[src/rtl/ifu_pkg.sv]
// ifu_pkg: AHB-Lite constants and IFU fetch-state encoding shared by the prefetch unit.
package ifu_pkg;
  localparam logic [1:0] HTRANS_IDLE   = 2'b00;
  localparam logic [1:0] HTRANS_NONSEQ = 2'b10;
  localparam logic [2:0] HSIZE_WORD    = 3'b010;
  localparam logic [1:0] HRESP_OKAY    = 2'b00;
  localparam logic [1:0] HRESP_ERROR   = 2'b01;
  typedef enum logic [1:0] {IDLE, BUSY, DROP} ifu_st_e;
endpackage

[src/rtl/ifu_fifo.sv]
// ifu_fifo: shift-register FIFO whose head entry is a plain register, with flush.
module ifu_fifo #(
  parameter int W     = 64,
  parameter int DEPTH = 4
) (
  input  logic                         clk,
  input  logic                         reset,
  input  logic                         flush,
  input  logic                         push,
  input  logic                         pop,
  input  logic [W-1:0]                 din,
  output logic [W-1:0]                 dout,
  output logic                         valid,
  output logic [$clog2(DEPTH+1)-1:0]   count
);
  localparam int CW = $clog2(DEPTH + 1);
  localparam int AW = $clog2(DEPTH);
  logic [DEPTH-1:0][W-1:0] mem, nxt;
  logic          do_pop;
  logic [AW-1:0] wr_idx;
  assign valid  = count != '0;
  assign do_pop = pop & valid;
  assign wr_idx = AW'(count - CW'(do_pop));
  assign dout   = mem[0];
  always_comb begin
    nxt = mem;
    if (do_pop) for (int i = 0; i < DEPTH - 1; i++) nxt[i] = mem[i + 1];
    if (push) nxt[wr_idx] = din;
  end
  always_ff @(posedge clk) begin
    if (reset) begin
      mem   <= '0;
      count <= '0;
    end else begin
      mem   <= nxt;
      count <= flush ? '0 : count + CW'(push) - CW'(do_pop);
    end
  end
  a_no_overflow: assert property (@(posedge clk) disable iff (reset)
    !(push && !do_pop && count == CW'(DEPTH)));
endmodule

[src/rtl/ifu_prefetch.sv]
// ifu_prefetch: AHB-Lite instruction prefetcher feeding DECODE from a small queue.
// Define IFU_ERR_EN to tag HRESP=ERROR beats in the queue and halt issue until redirect.
module ifu_prefetch
  import ifu_pkg::*;
#(
  parameter int                ADDR_W   = 32,
  parameter int                DATA_W   = 32,
  parameter int                DEPTH    = 4,
  parameter logic [ADDR_W-1:0] RESET_PC = '0
) (
  input  logic              clk,
  input  logic              reset,
  output logic [ADDR_W-1:0] HADDR,
  output logic [1:0]        HTRANS,
  output logic              HWRITE,
  output logic [2:0]        HSIZE,
  output logic [2:0]        HBURST,
  input  logic [DATA_W-1:0] HRDATA,
  input  logic              HREADY,
  input  logic [1:0]        HRESP,
  input  logic              run_en,
  input  logic              load_pc_en,
  input  logic [ADDR_W-1:0] load_pc,
  output logic [DATA_W-1:0] ir,
  output logic [ADDR_W-1:0] pc_to_DECODE,
  output logic              ir_valid,
  input  logic              ir_ready,
  output logic              fetch_err
);
  localparam int CW = $clog2(DEPTH + 1);
`ifdef IFU_ERR_EN
  localparam int QW = ADDR_W + DATA_W + 1;
`else
  localparam int QW = ADDR_W + DATA_W;
`endif
  ifu_st_e           st, st_nxt;
  logic [ADDR_W-1:0] fetch_pc, inflight_pc, haddr_q;
  logic [CW-1:0]     count;
  logic [CW:0]       occ;
  logic [QW-1:0]     q_din, q_dout;
  logic              issue, accept, push, err_hold, unused_lo;
  // A non-dropped beat in flight already owns a queue slot.
  assign occ    = {1'b0, count} + (CW + 1)'(st == BUSY);
  assign issue  = ~reset & run_en & ~load_pc_en & ~err_hold & (occ < (CW + 1)'(DEPTH));
  assign accept = issue & HREADY;
  assign push   = (st == BUSY) & HREADY & ~load_pc_en;
  assign HWRITE = 1'b0;
  assign HSIZE  = HSIZE_WORD;
  assign HBURST = 3'b000;
`ifdef IFU_ERR_EN
  assign q_din     = {HRESP == HRESP_ERROR, inflight_pc, HRDATA};
  assign fetch_err = q_dout[QW-1];
  assign unused_lo = ^load_pc[1:0];
  always_ff @(posedge clk) begin
    if (reset || load_pc_en) err_hold <= 1'b0;
    else if (push && HRESP == HRESP_ERROR) err_hold <= 1'b1;
  end
`else
  assign q_din     = {inflight_pc, HRDATA};
  assign fetch_err = 1'b0;
  assign err_hold  = 1'b0;
  assign unused_lo = ^{load_pc[1:0], HRESP};
`endif
  assign ir           = q_dout[DATA_W-1:0];
  assign pc_to_DECODE = q_dout[ADDR_W+DATA_W-1:DATA_W];
  always_ff @(posedge clk) begin
    if (reset) st <= IDLE;
    else st <= st_nxt;
  end
  always_comb begin
    st_nxt = (st == IDLE) ? (accept ? BUSY : IDLE)
           : !HREADY      ? ((st == BUSY && load_pc_en) ? DROP : st)
           : accept       ? BUSY : IDLE;
  end
  always_comb begin
    HTRANS = issue ? HTRANS_NONSEQ : HTRANS_IDLE;
    HADDR  = issue ? fetch_pc : haddr_q;
  end
  always_ff @(posedge clk) begin
    if (reset) begin
      fetch_pc    <= RESET_PC;
      inflight_pc <= '0;
      haddr_q     <= RESET_PC;
    end else begin
      if (load_pc_en) fetch_pc <= {load_pc[ADDR_W-1:2], 2'b00};
      else if (accept) fetch_pc <= fetch_pc + ADDR_W'(4);
      if (accept) begin
        inflight_pc <= fetch_pc;
        haddr_q     <= fetch_pc;
      end
    end
  end
  ifu_fifo #(.W(QW), .DEPTH(DEPTH)) u_fifo (
    .clk   (clk),
    .reset (reset),
    .flush (load_pc_en),
    .push  (push),
    .pop   (ir_ready),
    .din   (q_din),
    .dout  (q_dout),
    .valid (ir_valid),
    .count (count)
  );
endmodule

[config.mk]
export PLATFORM = sky130hd
export DESIGN_NAME = ifu_prefetch
export DESIGN_NICKNAME = d
export VERILOG_FILES = /design/src/rtl/ifu_pkg.sv /design/src/rtl/ifu_fifo.sv /design/src/rtl/ifu_prefetch.sv
export SDC_FILE = /design/constraint.sdc
export NUM_CORES = 1
export LEC_CHECK = 0
export BUFFER_PORTS_ARGS = -buffer_cell sky130_fd_sc_hd__buf_2
export CAP_MARGIN = 10
export CORE_ASPECT_RATIO = 0.8
export CORE_MARGIN = 2
export CORE_UTILIZATION = 63
export DETAILED_ROUTE_END_ITERATION = 12
export PLACE_DENSITY = 0.86
export SLEW_MARGIN = 10
export SYNTH_ARGS = -nofsm -noshare
export SYNTH_HDL_FRONTEND = slang
export SYNTH_SLANG_ARGS = --single-unit
[constraint.sdc]
create_clock -name clk -period 4.8 [get_ports clk]
set_clock_uncertainty 0.2 [all_clocks]
set_input_delay 0.96 -clock clk [delete_from_list [all_inputs] [get_ports clk]]
set_output_delay 0.96 -clock clk [all_outputs]
set_load 0.02 [all_outputs]
**Yosys cells after proc, flatten, opt, wreduce, memory -nomap -nowiden**

Cells that the tools add are included.

- Output and inout port bits: 107
- Bits of input ports: 72
- Word-level logic and storage cells: 47
- Flip-flop bits (word level): 325

- $lt $le $gt $ge: 3
- Equal/unequal tests: 1
- Reductions and logical operators: 7
- Bitwise logic cells: 9
- Multiplexer cells: 13
- $add $sub $neg: 5

Operators with widths:

| operator | count |
|---|---|
| 2-to-1 mux 192 bit | 2 |
| bitwise mux 256 bit | 1 |
| demux 64 bit (select 2 bit) | 1 |
| 2-to-1 mux 32 bit | 3 |
| 2-to-1 mux 64 bit | 1 |
| adder 32 x 3 -> 32 bit (second input constant) | 1 |
| 2-to-1 mux 2 bit | 4 |
| bitwise AND 1 bit | 7 |
| nonzero test 3 bit | 2 |
| adder 3 x 1 -> 4 bit | 1 |
| less-than comparator 4 x 3 -> 1 bit (second input constant) | 1 |
| adder 3 x 1 -> 3 bit | 1 |
| less-than comparator 2 x 3 -> 1 bit (second input constant) | 1 |
| subtractor 3 x 1 -> 3 bit | 1 |
| == test 2 x 1 -> 1 bit (second input constant) | 1 |
| >= comparator 2 x 1 -> 1 bit (second input constant) | 1 |
| logical AND 1 bit | 2 |
| zero test 2 bit | 1 |
| inverter 1 bit | 2 |
| nonzero test 2 bit | 1 |
| OR reduction 2 bit | 1 |
| subtractor 2 x 1 -> 2 bit | 1 |
| 2-to-1 mux 1 bit | 1 |

**Logic depth before layout (Yosys ltp)**

- Word-level depth: 9
- Gate-level depth with buffers: 9
- Mapped depth without buffers: 8

**Modules after synthesis**

A second synthesis with hierarchy kept.

- Cells, all modules: 1931
- Area, all modules: 17576.9 um^2

Modules (own cells, without submodules):

| module | area an instance (um^2) | times used | cells each | seq. area each (um^2) |
|---|---|---|---|---|
| ifu_fifo | 13965.9 | 1 | 1489 | 5185.0 |
| ifu_prefetch | 3611.0 | 1 | 442 | 1241.2 |

**Least setup slack after synthesis**

OpenSTA, ideal clock, no wires.

- Path kind: input to output
- From: in load_pc_en
- To: out HADDR[10]
- Setup slack: 1.348 ns
- Arrival time: 2.292 ns
- Required time: 3.640 ns
- Stages: 5
- Cell sequence: nor2_1 o211ai_1 clkbuf_1 clkbuf_1 o21ai_0

- Longest elaborated chain between the ends: 4

RTL lines:

| item | RTL line | text |
|---|---|---|
| start: declaration | ifu_prefetch.sv:22 | `input logic load_pc_en,` |
| inverter 1 bit | ifu_prefetch.sv:44 | `assign issue = ~reset & run_en & ~load_pc_en & ~err_hold & (occ < (CW + 1)'(DEPTH));` |
| bitwise AND 1 bit (2 in a row) | ifu_prefetch.sv:44 |  |
| 2-to-1 mux 32 bit | ifu_prefetch.sv:77 | `HADDR = issue ? fetch_pc : haddr_q;` |
| end: declaration | ifu_prefetch.sv:13 | `output logic [ADDR_W-1:0] HADDR,` |

Every way passes these cells.

**Final worst setup path**

- From: reg u_fifo.count[1]
- To: out HADDR[5]

- Longest elaborated chain between the ends: 4

RTL lines:

| item | RTL line | text |
|---|---|---|
| start: declaration | ifu_fifo.sv:14 | `output logic [$clog2(DEPTH+1)-1:0] count` |
| start signal: assignment | ifu_fifo.sv:36 | `count <= flush ? '0 : count + CW'(push) - CW'(do_pop);` |
| adder 3 x 1 -> 4 bit | ifu_prefetch.sv:43 | `assign occ = {1'b0, count} + (CW + 1)'(st == BUSY);` |
| less-than comparator 4 x 3 -> 1 bit | ifu_prefetch.sv:44 |  |
| bitwise AND 1 bit | ifu_prefetch.sv:44 |  |
| 2-to-1 mux 32 bit | ifu_prefetch.sv:77 |  |

Every way passes these cells.

==> flow_metrics.py <==
metrics = {
    "outcome": {
        "outcome": "finished, final reports clean",
    },
    "synth": {
        "syn_area_um2": 14400,
        "synth_area_per_cell_um2": 8.81,
        "synth-seq-cells": 319,
        "synth_seq_area_share_pct": 44.2,
        "yosysUniqueCellTypes": 57,
        "synth_edf_count": 0,
        "synth_ff_type": "dfxtp_1",
        "ys_warn_count": 0,
        "synthCells": 1638,
        "async_flop_share_pct": 0,
    },
    "routing": {
        "drt_iter0_markers": 982,
        "dr_total_vias": 11700,
        "drt-total-wl_um": 32900,
        "avgViaCountPerCell": 5.93,
        "dr.pass1.iters": 5,
        "drc": 0,
        "post_drt_wl_per_cell_um": 16.6,
        "ant_nets": 0,
    },
    "grt": {
        "gr-usage-all-layers_pct": 26.3,
        "antenna_found_initial": 1,
        "grt_pass1_wl_um": 54000,
        "gr-total-overflow": 0,
        "grt_max_degree": 240,
        "grt_pass1_vias": 10800,
    },
    "pwr": {
        "power.density_nw_per_um2": 334,
        "pwr-share-seq_pct": 51.6,
        "internal_power_w": 0.00408,
        "p_clk_share_pct": 44.2,
        "switchingPower_w": 0.00118,
        "p_leak_nw": 7.38,
        "finalPower_w": 0.00526,
        "ir_drop_mv": 0.276,
        "p_comb_share_pct": 4.3,
        "netSwitchingFraction_pct": 22.5,
    },
    "setup_path": {
        "arrival_ns": 2.73,
        "reg2reg_depth": 7,
        "setup.worst_path.end": "HADDR[5]",
        "cp.depth": 7,
        "critical_path.startpoint_type": "register",
        "worstPathRequired_ns": 3.64,
        "critPathCaptureType": "primary output",
        "path_cells": "ha_1 -> nand3b_1 -> mux2i_2 -> o211ai_1 -> buf_4 -> o21ai_0 -> buf_2",
        "crit-reg2reg-launch": "u_fifo.count[1]$_SDFF_PP0_",
        "r2r-end": "fetch_pc[19]$_SDFFE_PP0P_",
        "cp_top_family": "buffers and inverters",
        "cp_max_fo": 19,
        "critPathMaxStageDelay_ns": 0.40,
        "critPathLaunch": "u_fifo.count[1]$_SDFF_PP0_",
        "crit_buf_inv": 2,
        "crit_slowest_cell": "mux2i_2",
        "path_class": "register to primary output",
        "worst-r2r-setup-slack_ns": 1.69,
    },
    "final_layout": {
        "seq_area_um2": 6390,
        "synthToLayoutAreaGrowth_pct": 9.26,
        "fillers": 1726,
        "drive_above_1_share_pct": 15.7,
        "fin_nets": 1727,
        "multi_input_area_um2": 6950,
    },
    "timing": {
        "finalSetupViolCount": 0,
        "period_share_pct": 81.0,
        "timing.hold.ws_ns": 0.252,
        "hold_viol": 0,
        "slew_violations": 0,
        "worstMarginPinSlew_ns": 1.17,
        "fmax_mhz": 257,
        "fin_crit_ns": 3.89,
        "rsz0062_at_grt": "no",
        "slew_headroom_pct": 22.2,
        "setup_tns_ns": 0,
    },
    "cts": {
        "htree_num_levels": 1,
        "insertion_delay_ns": 0.55,
        "cts_setup_buffers": 0,
        "cts-hold-fix-buffers": 0,
        "clock-sinks": 319,
        "numCtsBuffers": 31,
        "cts_tree": "built",
        "clkSlewWorstSetupHoldPaths_ns": 0.06,
        "cts_root_buf": "clkbuf_16",
        "ctsResizeCount": 0,
        "clock_path_buffers": 3,
    },
    "floorplan": {
        "initial_core_util_pct": 64.2,
        "die_y_um": 139,
        "pin_count": 179,
        "num_rows": 49,
        "dieArea_um2": 24100,
        "core-area_um2": 22500,
        "dieWidth_um": 173,
    },
    "job": {
        "max_cap_viol_count": 0,
    },
    "place": {
        "routabilityCongestion": 0.913,
        "dpl.hpwl_um": 20200,
        "port_buffers": 163,
    },
    "worst_hold_path": {
        "hp-class": "register to register",
    },
}
-- per-layer routing --
metal	wire length, um	vias up	GRT usage [%]
li1	-	5750	-
met1	14700	5531	36.5
met2	15600	414	44.2
met3	2080	44	3.36
met4	503	0	5.22
met5	0	-	0
-- registers in the layout, summed over array words and instances, names as in the netlist --
register,flops
u_fifo.mem,190
u_fifo.dout,64
fetch_pc,30
haddr_q,30
u_fifo.count,3
st,2
-- synth_stat cells, types with 4 or more instances --
library cell	instances	area (um2)
dfxtp_1	319	6390
nand2_1	217	815
nor2_1	212	796
a211oi_1	190	1430
mux2i_1	190	1900
a21oi_1	100	500
clkbuf_1	100	375
buf_4	76	571
buf_2	25	125
mux2_2	24	270
inv_1	20	75.1
nand3_1	16	80.1
o21ai_0	14	70.1
or4_1	12	90.1
nor3_1	10	50.1
a311oi_1	9	78.8
a31oi_1	9	56.3
nand4_1	8	50.1
o311ai_0	8	70.1
o31ai_1	7	52.6
buf_1	6	22.5
o211ai_1	5	37.5
ha_1	4	50.1
or3_1	4	25.0
xnor2_1	4	35.0
-- how the worst min path moves through the flow --
stage,slack [ns],from,to,cells after the start
final,0.25,u_fifo.mem[236]$_SDFFE_PP0P_,u_fifo.mem[236]$_SDFFE_PP0P_,2
after global routing,0.27,u_fifo.mem[236]$_SDFFE_PP0P_,u_fifo.mem[236]$_SDFFE_PP0P_,2
after CTS,0.25,u_fifo.mem[238]$_SDFFE_PP0P_,u_fifo.mem[238]$_SDFFE_PP0P_,2
after detailed placement,0.25,u_fifo.mem[238]$_SDFFE_PP0P_,u_fifo.mem[238]$_SDFFE_PP0P_,2
after global placement,0.24,u_fifo.mem[218]$_SDFFE_PP0P_,u_fifo.mem[218]$_SDFFE_PP0P_,2
after floorplan,0.24,u_fifo.mem[192]$_SDFFE_PP0P_,u_fifo.mem[192]$_SDFFE_PP0P_,2
-- cells in the final DEF, fill, tap and decap left out, drive strengths merged, types with 5 or more instances in the layout --
| master | synthesis | layout |
|---|---|---|
| dfxtp | 319 | 319 |
| nand2 | 217 | 217 |
| nor2 | 212 | 212 |
| mux2i | 191 | 191 |
| a211oi | 190 | 190 |
| buf | 108 | 178 |
| a21oi | 100 | 100 |
| clkbuf | 100 | 47 |
| mux2 | 24 | 24 |
| inv | 20 | 22 |
| nand3 | 17 | 17 |
| o21ai | 15 | 15 |
| or4 | 12 | 12 |
| conb | 2 | 11 |
| nor3 | 11 | 11 |
| a311oi | 9 | 9 |
| a31oi | 9 | 9 |
| nand4 | 9 | 9 |
| o311ai | 8 | 8 |
| o31ai | 7 | 7 |
| o211ai | 5 | 5 |
| or3 | 5 | 5 |
-- cell families (layout without fill, tap and decap cells) --
logic type      Yosys count  in the layout  share of synthesized area (%)
simple gates            507            507                           14.9
compound gates          356            356                           16.7
flops                   319            319                           44.2
buf+inv                 228            252                           8.17
mux                     215            215                           15.1
xor+xnor                  6              6                          0.364
fa+ha+maj                 5              5                          0.485
other cells               2             12                         0.0520
-- worst min-delay path, delay by kind of cell (launching register included) --
family / cells / cell delay (ns)
AO/OA/AOI/OAI: 1 / 0.05
flip-flops: 1 / 0.30
AND/OR/NAND/NOR: 1 / 0.05
-- stage by stage --
stage               util [%]  cell area, um2  setup slack [ns]  std cells
floorplan                  -           14500              1.35       1647
global placement        65.8           14800              1.07       1923
detailed placement      65.8           14800              1.03       1923
CTS                     70.1           15800             0.941       1977
global route            70.1           15800             0.801       1978
finish                  70.1           15800             0.910       1978
-- power by group through the flow --
stage,registers [W],clock network (W),logic [W]
after global routing,0.00272,0.00247,0.000245
after detailed placement,0.00277,0,0.000221
after global placement,0.00277,0,0.000217
after floorplan,0.00276,0,0.000163
after CTS,0.00271,0.00235,0.000222
final,0.00271,0.00232,0.000225
-- area by class of cell --
cell class / count / area share, %
tap: 306 / 2.43
clock inverter: 7 / 0.428
sequential: 319 / 40.5
inverter: 20 / 0.476
multi-input combinational: 1100 / 44.1
clock buffer: 47 / 5.68
timing repair buffer: 178 / 6.43
antenna: 1 / 0.0159
Note: power is estimated with default switching activity, not from simulation.
